### src/rtl/msa_stream_extender.sv
// SHA-2 message-schedule generator: takes one 16-word block and streams W[0..ROUNDS-1],
// LANES words per beat, from a rolling 16-word window.
module msa_stream_extender #(
    parameter int WORD_W = 32,
    parameter int LANES  = 1
) (
    input  logic                      clk,
    input  logic                      rst,
    input  logic                      flush,
    input  logic                      blk_vld,
    output logic                      blk_rdy,
    input  logic [16*WORD_W-1:0]      blk_data,
    output logic                      w_vld,
    input  logic                      w_rdy,
    output logic [LANES*WORD_W-1:0]   w_data,
    output logic [6:0]                w_idx,
    output logic                      w_last
);

    localparam int ROUNDS = (WORD_W == 64) ? 80 : 64;
    localparam logic [6:0] LAST_IDX = 7'(ROUNDS - LANES);
    localparam logic [6:0] LANE_STEP = 7'(LANES);

    localparam int S0_R1 = (WORD_W == 64) ? 1  : 7;
    localparam int S0_R2 = (WORD_W == 64) ? 8  : 18;
    localparam int S0_SH = (WORD_W == 64) ? 7  : 3;
    localparam int S1_R1 = (WORD_W == 64) ? 19 : 17;
    localparam int S1_R2 = (WORD_W == 64) ? 61 : 19;
    localparam int S1_SH = (WORD_W == 64) ? 6  : 10;

    if (WORD_W != 32 && WORD_W != 64) begin : g_bad_word_w
        $error("msa_stream_extender: WORD_W must be 32 or 64");
    end
    if (LANES != 1 && LANES != 2 && LANES != 4 && LANES != 8) begin : g_bad_lanes
        $error("msa_stream_extender: LANES must be 1, 2, 4 or 8");
    end

    typedef enum logic {IDLE = 1'b0, RUN = 1'b1} state_t;

    state_t            state, state_nxt;
    logic [6:0]        idx, idx_nxt;
    logic              load, adv;
    logic [WORD_W-1:0] window  [16];
    logic [WORD_W-1:0] win_nxt [16];

    function automatic logic [WORD_W-1:0] rotr(input logic [WORD_W-1:0] x, input int n);
        return (x >> n) | (x << (WORD_W - n));
    endfunction

    function automatic logic [WORD_W-1:0] sig0(input logic [WORD_W-1:0] x);
        return rotr(x, S0_R1) ^ rotr(x, S0_R2) ^ (x >> S0_SH);
    endfunction

    function automatic logic [WORD_W-1:0] sig1(input logic [WORD_W-1:0] x);
        return rotr(x, S1_R1) ^ rotr(x, S1_R2) ^ (x >> S1_SH);
    endfunction

    // Lanes chain: each new word may depend on words produced earlier in the same beat.
    always_comb begin : extend
        logic [WORD_W-1:0] ext [16+LANES];
        for (int i = 0; i < 16; i++) begin
            ext[i] = window[i];
        end
        for (int k = 0; k < LANES; k++) begin
            ext[16+k] = sig1(ext[14+k]) + ext[9+k] + sig0(ext[1+k]) + ext[k];
        end
        for (int i = 0; i < 16; i++) begin
            win_nxt[i] = ext[LANES+i];
        end
    end

    // NOTE: every signal gets a default first so no path through the case infers a latch.
    always_comb begin
        state_nxt = state;
        idx_nxt   = idx;
        load      = 1'b0;
        adv       = 1'b0;
        if (flush) begin
            state_nxt = IDLE;
            idx_nxt   = '0;
        end else begin
            case (state)
                IDLE: begin
                    if (blk_vld) begin
                        load      = 1'b1;
                        state_nxt = RUN;
                        idx_nxt   = '0;
                    end
                end
                RUN: begin
                    if (w_rdy) begin
                        if (idx == LAST_IDX) begin
                            state_nxt = IDLE;
                            idx_nxt   = '0;
                        end else begin
                            adv     = 1'b1;
                            idx_nxt = idx + LANE_STEP;
                        end
                    end
                end
                default: state_nxt = IDLE;
            endcase
        end
    end

    always_ff @(posedge clk) begin
        if (rst) begin
            state <= IDLE;
            idx   <= '0;
        end else begin
            state <= state_nxt;
            idx   <= idx_nxt;
        end
    end

    // NOTE: the window is pure datapath and is not reset; it is always loaded before it is shown.
    always_ff @(posedge clk) begin
        if (load) begin
            for (int i = 0; i < 16; i++) begin
                window[i] <= blk_data[i*WORD_W +: WORD_W];
            end
        end else if (adv) begin
            window <= win_nxt;
        end
    end

    assign blk_rdy = (state == IDLE);
    assign w_vld   = (state == RUN);
    assign w_idx   = idx;
    assign w_last  = (state == RUN) && (idx == LAST_IDX);

    for (genvar j = 0; j < LANES; j++) begin : g_lane
        assign w_data[j*WORD_W +: WORD_W] = window[j];
    end

endmodule

### config.mk
export PLATFORM = sky130hd
export DESIGN_NAME = msa_stream_extender
export DESIGN_NICKNAME = d
export VERILOG_FILES = /design/src/rtl/msa_stream_extender.sv
export SDC_FILE = /design/constraint.sdc
export NUM_CORES = 1
export LEC_CHECK = 0
export BUFFER_PORTS_ARGS = -buffer_cell sky130_fd_sc_hd__buf_4
export CAP_MARGIN = 20
export CORE_ASPECT_RATIO = 1.1
export CORE_MARGIN = 2
export CORE_UTILIZATION = 40
export CTS_BUF_LIST = sky130_fd_sc_hd__clkbuf_8
export DETAILED_ROUTE_END_ITERATION = 12
export GPL_TIMING_DRIVEN = 0
export PLACE_DENSITY_LB_ADDON = 0.3
export SKIP_CTS_REPAIR_TIMING = 1
export SLEW_MARGIN = 5
export SYNTH_ARGS = -nofsm -noshare
export SYNTH_HDL_FRONTEND = slang
export SYNTH_SLANG_ARGS = --single-unit
export TNS_END_PERCENT = 5
### constraint.sdc
create_clock -name clk -period 40 [get_ports clk]
set_input_delay 4 -clock clk [delete_from_list [all_inputs] [get_ports clk]]
set_output_delay 4 -clock clk [all_outputs]
set_load 0.03 [all_outputs]
==> results.cfg, run 1 <==
[placed_design]
place.gp.congestion = 0.953
dpl-instance-area_mm2 = 0.0324
dp_hpwl_um = 79200
place.port_buffers = 558
post-place-cells = 4171

[clock_network]
cts_tree = built
cts-root-buf = clkbuf_8
clk_pin_slew_worst_paths_ps = 60
cts_buffer_depth = 3
clkLatencyLatePin_ps = 700
h-tree-depth = 3
cts_inserted_buffers = 87
clkSinkCount = 520

[floorplanning]
die_w_um = 250
dieArea_mm2 = 0.0686
start_util = 0.403
num_rows = 99
chipHeight_um = 275
ioPinCount = 559
core_region_area_mm2 = 0.0660

[worst_hold_path]
hp-class = register to register
holdCritStartpoint = w_idx[6]$_SDFFE_PP0P_
hold_depth = 2
whs_endpoint = w_idx[6]$_SDFFE_PP0P_

[detailed_routing]
viasPerCell = 4.94
drtIter0Drc = 2130
first_pass_iters = 5
wirelength_um = 97700
via_count = 21400
final_antenna_net_count = 0
routedWlPerCell_um = 22.6
drc = 0

[synth]
ys_types = 56
async_flop_share = 0
ys_warn_count = 0
syn_inst = 2734
synth_seq_cells = 520
mappedNetlistNets = 3345
synth_area_mm2 = 0.0266
synth_edf_count = 512
synth-seq-area-share = 0.584
synth_area_per_cell_um2 = 9.73
synth-main-ff-cell = edfxtp_1

[flow_run]
cap_viol_max_count = 0

[global_routing]
grt_overflow_total = 0
grt_pass1_wl_um = 135000
antenna_found_initial = 11
grt_max_degree = 31
grt_usage = 0.278
grt_pass1_vias = 20800

[sta]
fmax_ghz = 0.157
post-route-period-util = 0.160
rsz0062_at_grt = false
setup_violations = 0
slew_headroom = 0.324
fin_skew_ps = 48.9
hold_violations = 0
min_period_ps = 6380
slew_violations = 0
tightest_slew_ps = 1010

[pwr]
power_density_mw_per_mm2 = 54.0
vdd_drop_max_uv = 30.8
power.leakage_uw = 0.0153

[critical_path]
crit_type = primary input to register
crit_required_ps = 40410
r2r-end = extend.ext[63]$_DFFE_PP_
worstSetupEndpointType = register
worstPathArrival_ps = 6790
reg2reg_slack_ps = 34900
reg2reg_depth = 14
start_kind = primary input
critPathMaxFanout = 10
r2r-start = extend.ext[82]$_DFFE_PP_

[final_layout]
layout.nets = 4013
layout_commonest_cell = nand2_1
final_cell_mix = nand2_1, buf_4, edfxtp_1
finalInstanceArea_mm2 = 0.0339
drive_above_1_share = 0.216
layout.cells.non_filler = 4327
syn2layout_area_growth_pct = 27.5

[outcome]
status = complete, no violations
==> critical path, cell delays in order <==
cell      delay [ps]
buf_4             90
nand2_1          140
nor2_2           640
clkbuf_1         720
clkbuf_1         810
nand2_1          190
o31ai_1          190
==> registers in the layout, indices dropped and copies added, names as in the netlist <==
name        cells
w_idx           7
extend.ext    480
w_vld           1
w_data         32
==> cell families (layout without fill, tap and decap cells) <==
logic type | after synthesis | after routing | share of synthesized area
compound gates | 168 | 168 | 0.0396
flops | 520 | 520 | 0.584
simple gates | 1529 | 1529 | 0.221
xor+xnor | 142 | 142 | 0.0467
mux | 3 | 3 | 0.00118
fa+ha+maj | 94 | 94 | 0.0617
buf+inv | 278 | 1005 | 0.0463
other cells | 0 | 8 | 0
==> how the worst max path moves through the flow <==
stage | cells after the start | end | from | slack, ps
after detailed placement | 7 | extend.ext[42]$_DFFE_PP_ | blk_vld | 32940
after global placement | 5 | extend.ext[303]$_DFFE_PP_ | w_rdy | -1330
after floorplan | 4 | extend.ext[100]$_DFFE_PP_ | w_rdy | 9390
after global routing | 7 | extend.ext[42]$_DFFE_PP_ | blk_vld | 33540
final | 7 | extend.ext[42]$_DFFE_PP_ | blk_vld | 33620
after CTS | 7 | extend.ext[42]$_DFFE_PP_ | blk_vld | 33650
==> layer usage <==
metal  GRT usage  up-vias  wire length, um
li1            -    10200                -
met1       0.355    10000            38900
met2       0.477     1034            47900
met3      0.0412      147             7170
met4       0.117        6             3710
met5           0        -               44
==> layout make-up <==
| cell class | instances | area, um2 |
|---|---|---|
| Multi-Input combinational cell | 1936 | 9860 |
| Inverter | 122 | 458 |
| Clock buffer | 88 | 1210 |
| Antenna cell | 8 | 20.0 |
| Tap cell | 858 | 1070 |
| Sequential cell | 520 | 15500 |
| Clock inverter | 60 | 344 |
| Fill cell | 6186 | 32100 |
| Timing Repair Buffer | 579 | 4650 |
| Buffer | 156 | 774 |
==> metrics by stage <==
step / power, uW / util / hold WS [ps] / setup TNS (ps) / worst slack (ps)
final: 1830 / 0.514 / 465 / 0 / 33620
after global routing: 1920 / 0.514 / 494 / 0 / 33540
after CTS: 1830 / 0.514 / 467 / 0 / 33650
after detailed placement: 1380 / 0.490 / 457 / 0 / 32940
after global placement: 1410 / 0.483 / 458 / -656670 / -1330
after floorplan: 1160 / - / 491 / 0 / 9390
==> cell usage after synthesis, types with 3 or more instances <==
master | number | share of area
a211oi_1 | 5 | 0.0014
a21o_1 | 22 | 0.0062
a21oi_1 | 48 | 0.0090
a31oi_1 | 6 | 0.0014
and2_1 | 4 | 0.00094
and3_1 | 5 | 0.0012
buf_1 | 3 | 0.00042
buf_4 | 32 | 0.0090
buf_6 | 9 | 0.0038
clkbuf_1 | 111 | 0.016
dfxtp_1 | 8 | 0.0060
edfxtp_1 | 512 | 0.58
fa_1 | 62 | 0.047
ha_1 | 32 | 0.015
inv_1 | 122 | 0.017
nand2_1 | 1429 | 0.20
nand3_1 | 14 | 0.0026
nand4_1 | 7 | 0.0016
nor2_1 | 41 | 0.0058
nor3_1 | 11 | 0.0021
nor3b_1 | 3 | 0.00085
o21a_1 | 4 | 0.0011
o21ai_0 | 50 | 0.0094
o21bai_1 | 4 | 0.0011
o31ai_1 | 3 | 0.00085
or2_2 | 5 | 0.0012
xnor2_1 | 87 | 0.029
xor2_1 | 55 | 0.018
==> where the power goes <==
part / internal (uW) / leakage, uW / switching, uW
registers: 675 / 0.00489 / 26.9
clock network: 219 / 0.000850 / 226
logic: 266 / 0.00961 / 417
(Power assumes the default switching activity.)
==> run 2, diff against run 1 <==
==> constraint.sdc (replaced) <==
create_clock -name clk -period 6.5 [get_ports clk]
set_input_delay 0.65 -clock clk [delete_from_list [all_inputs] [get_ports clk]]
set_output_delay 0.65 -clock clk [all_outputs]
set_load 0.03 [all_outputs]
==> run 2 against run 1 <==
Highest routed layer unchanged. Clock-buffer cell count increased by 1. Largest power group unchanged. Combinational power rose to 6.1 times the previous value. Setup slack got worse by 32000 ps. Global-route usage about the same.
==> results.cfg, run 2 (synthesis gave the netlist of run 1 again) <==
[critical_path]
crit_top_cell = fa_1
cpLargestDelayFamily = adder cells
cp_cell_sequence = xor2_1 -> xnor2_1 -> fa_1 -> inv_1 -> fa_1 -> ha_1 -> fa_1 -> a211oi_1 -> o21a_1 -> o221ai_1 -> a311oi_1 -> xor2_1 -> o21ai_0
reg2reg_slack_ps = 1710
reg2reg_depth = 13
cp_slowest_cell = edfxtp_1
crit_type = register to register
path_buf_inv = 1
r2r-start = extend.ext[82]$_DFFE_PP_
start_kind = register
crit_required_ps = 6890
slowest_delay_ps = 550
worstPathArrival_ps = 5170
worstSetupEndpointType = register
r2r-end = extend.ext[47]$_DFFE_PP_
critPathMaxFanout = 4

[floorplanning]
ioPinCount = 559
dieArea_mm2 = 0.0686
chipHeight_um = 275
core_region_area_mm2 = 0.0660
start_util = 0.403
num_rows = 99
die_w_um = 250

[detailed_routing]
final_antenna_net_count = 0
drc = 0
routedWlPerCell_um = 22.5
wirelength_um = 97500
viasPerCell = 4.93
first_pass_iters = 5
drtIter0Drc = 1822
via_count = 21400

[clock_network]
cts_inserted_buffers = 88
cts_tree = built
cts-root-buf = clkbuf_8
clkSinkCount = 520
clk_pin_slew_worst_paths_ps = 60
clkLatencyLatePin_ps = 700
cts_buffer_depth = 3
h-tree-depth = 3

[pwr]
power_density_mw_per_mm2 = 331
vdd_drop_max_uv = 170
internal_power_uw = 7200
power.leakage_uw = 0.0155
sw_frac_of_total = 0.362
p_sw_uw = 4090
pwr-share-clk = 0.246
seqPwrFrac = 0.383
power_frac_comb = 0.371

[sta]
rsz0062_at_grt = false
slew_headroom = 0.350
whs_ps = 194
setup_violations = 0
post-route-period-util = 0.736
fmax_ghz = 0.209
fin_skew_ps = 48.4
min_period_ps = 4790
tightest_slew_ps = 975
slew_violations = 0
fin_ws_ps = 1710
hold_violations = 0

[placed_design]
place.port_buffers = 558
dpl-instance-area_mm2 = 0.0325
dp_hpwl_um = 79000
pre_cts_ws_ps = 1780
place.gp.congestion = 0.938

[worst_hold_path]
whs_endpoint = w_vld$_SDFF_PP0_
hp-class = primary input to register
holdCritStartpoint = w_rdy
hold_depth = 2

[final_layout]
largest_register_ffs = 480
multi_input_area_mm2 = 0.00988
drive_above_1_share = 0.217
layout.nets = 4016
layout_commonest_cell = nand2_1
syn2layout_area_growth_pct = 28.2
fin_util = 0.517
finalInstanceArea_mm2 = 0.0341
nFillCells = 6196
final_cell_mix = nand2_1, buf_4, edfxtp_1
regArea_mm2 = 0.0155

[global_routing]
grt_pass1_wl_um = 136000
grt_overflow_total = 0
antenna_found_initial = 13
grt_max_degree = 31
grt_usage = 0.278
grt_pass1_vias = 20800

[flow_run]
cap_viol_max_count = 0

[outcome]
status = complete, no violations
-- run 2: cell count changes in the layout (fill, tap and decap cells not counted), moves of 2 or more --
cell / before / now
clkbuf_8: 88 / 90
dfxtp_1: 8 / 5
buf_12: 15 / 8
inv_1: 138 / 156
clkinv_1: 26 / 18
clkinv_2: 8 / 4
diode_2: 8 / 6
buf_16: 6 / 14
dfxtp_4: 0 / 2
clkbuf_1: 111 / 109
-- run 2: worst max path at each step --
stage | from | endpoint | slack, ps | depth (start not counted)
final | extend.ext[82]$_DFFE_PP_ | extend.ext[47]$_DFFE_PP_ | 1710 | 13
after CTS | extend.ext[82]$_DFFE_PP_ | extend.ext[47]$_DFFE_PP_ | 1760 | 13
after floorplan | w_idx[0]$_SDFFE_PP0P_ | extend.ext[100]$_DFFE_PP_ | -3790 | 7
after detailed placement | extend.ext[82]$_DFFE_PP_ | extend.ext[47]$_DFFE_PP_ | 1780 | 13
after global placement | w_rdy | extend.ext[367]$_DFFE_PP_ | -7430 | 5
after global routing | extend.ext[82]$_DFFE_PP_ | extend.ext[47]$_DFFE_PP_ | 1560 | 13
-- run 2: layout make-up --
cell class / count / share of cell area
clock inverter: 66 / 0.0113
buffer: 156 / 0.0230
inverter: 122 / 0.0134
clock buffer: 89 / 0.0359
sequential: 520 / 0.456
multi-input combinational: 1936 / 0.290
timing repair buffer: 581 / 0.139
tap: 858 / 0.0315
antenna: 6 / 0.000440
-- run 2: power groups by stage --
stage               logic [uW]  registers (uW)  clock network, uW
global placement          4040            4460                  0
floorplan                 2670            4360                  0
global route              4570            4340               2950
CTS                       4150            4320               2820
finish                    4190            4320               2770
detailed placement        4100            4380                  0
-- run 2: worst reg2reg max path, delay by kind of cell, from the launching register on --
| kind | cells | cell delay (ps) |
|---|---|---|
| buf+inv | 1 | 110 |
| fa+ha+maj | 4 | 1580 |
| xor+xnor | 3 | 780 |
| compound gates | 5 | 1470 |
| flops | 1 | 550 |
-- run 2: metal layers --
layer	track usage	share of wire
met1	0.353	0.40
met2	0.472	0.48
met4	0.110	0.040
met3	0.0535	0.077
met5	0	0.00057
-- run 2: metrics by stage --
step                cells  setup TNS, ps  total power [uW]
finish               4334              0             11300
global route         4334              0             11900
CTS                  4328              0             11300
detailed placement   4173              0              8480
global placement     4150       -3774540              8510
floorplan            2734       -1942010              7030
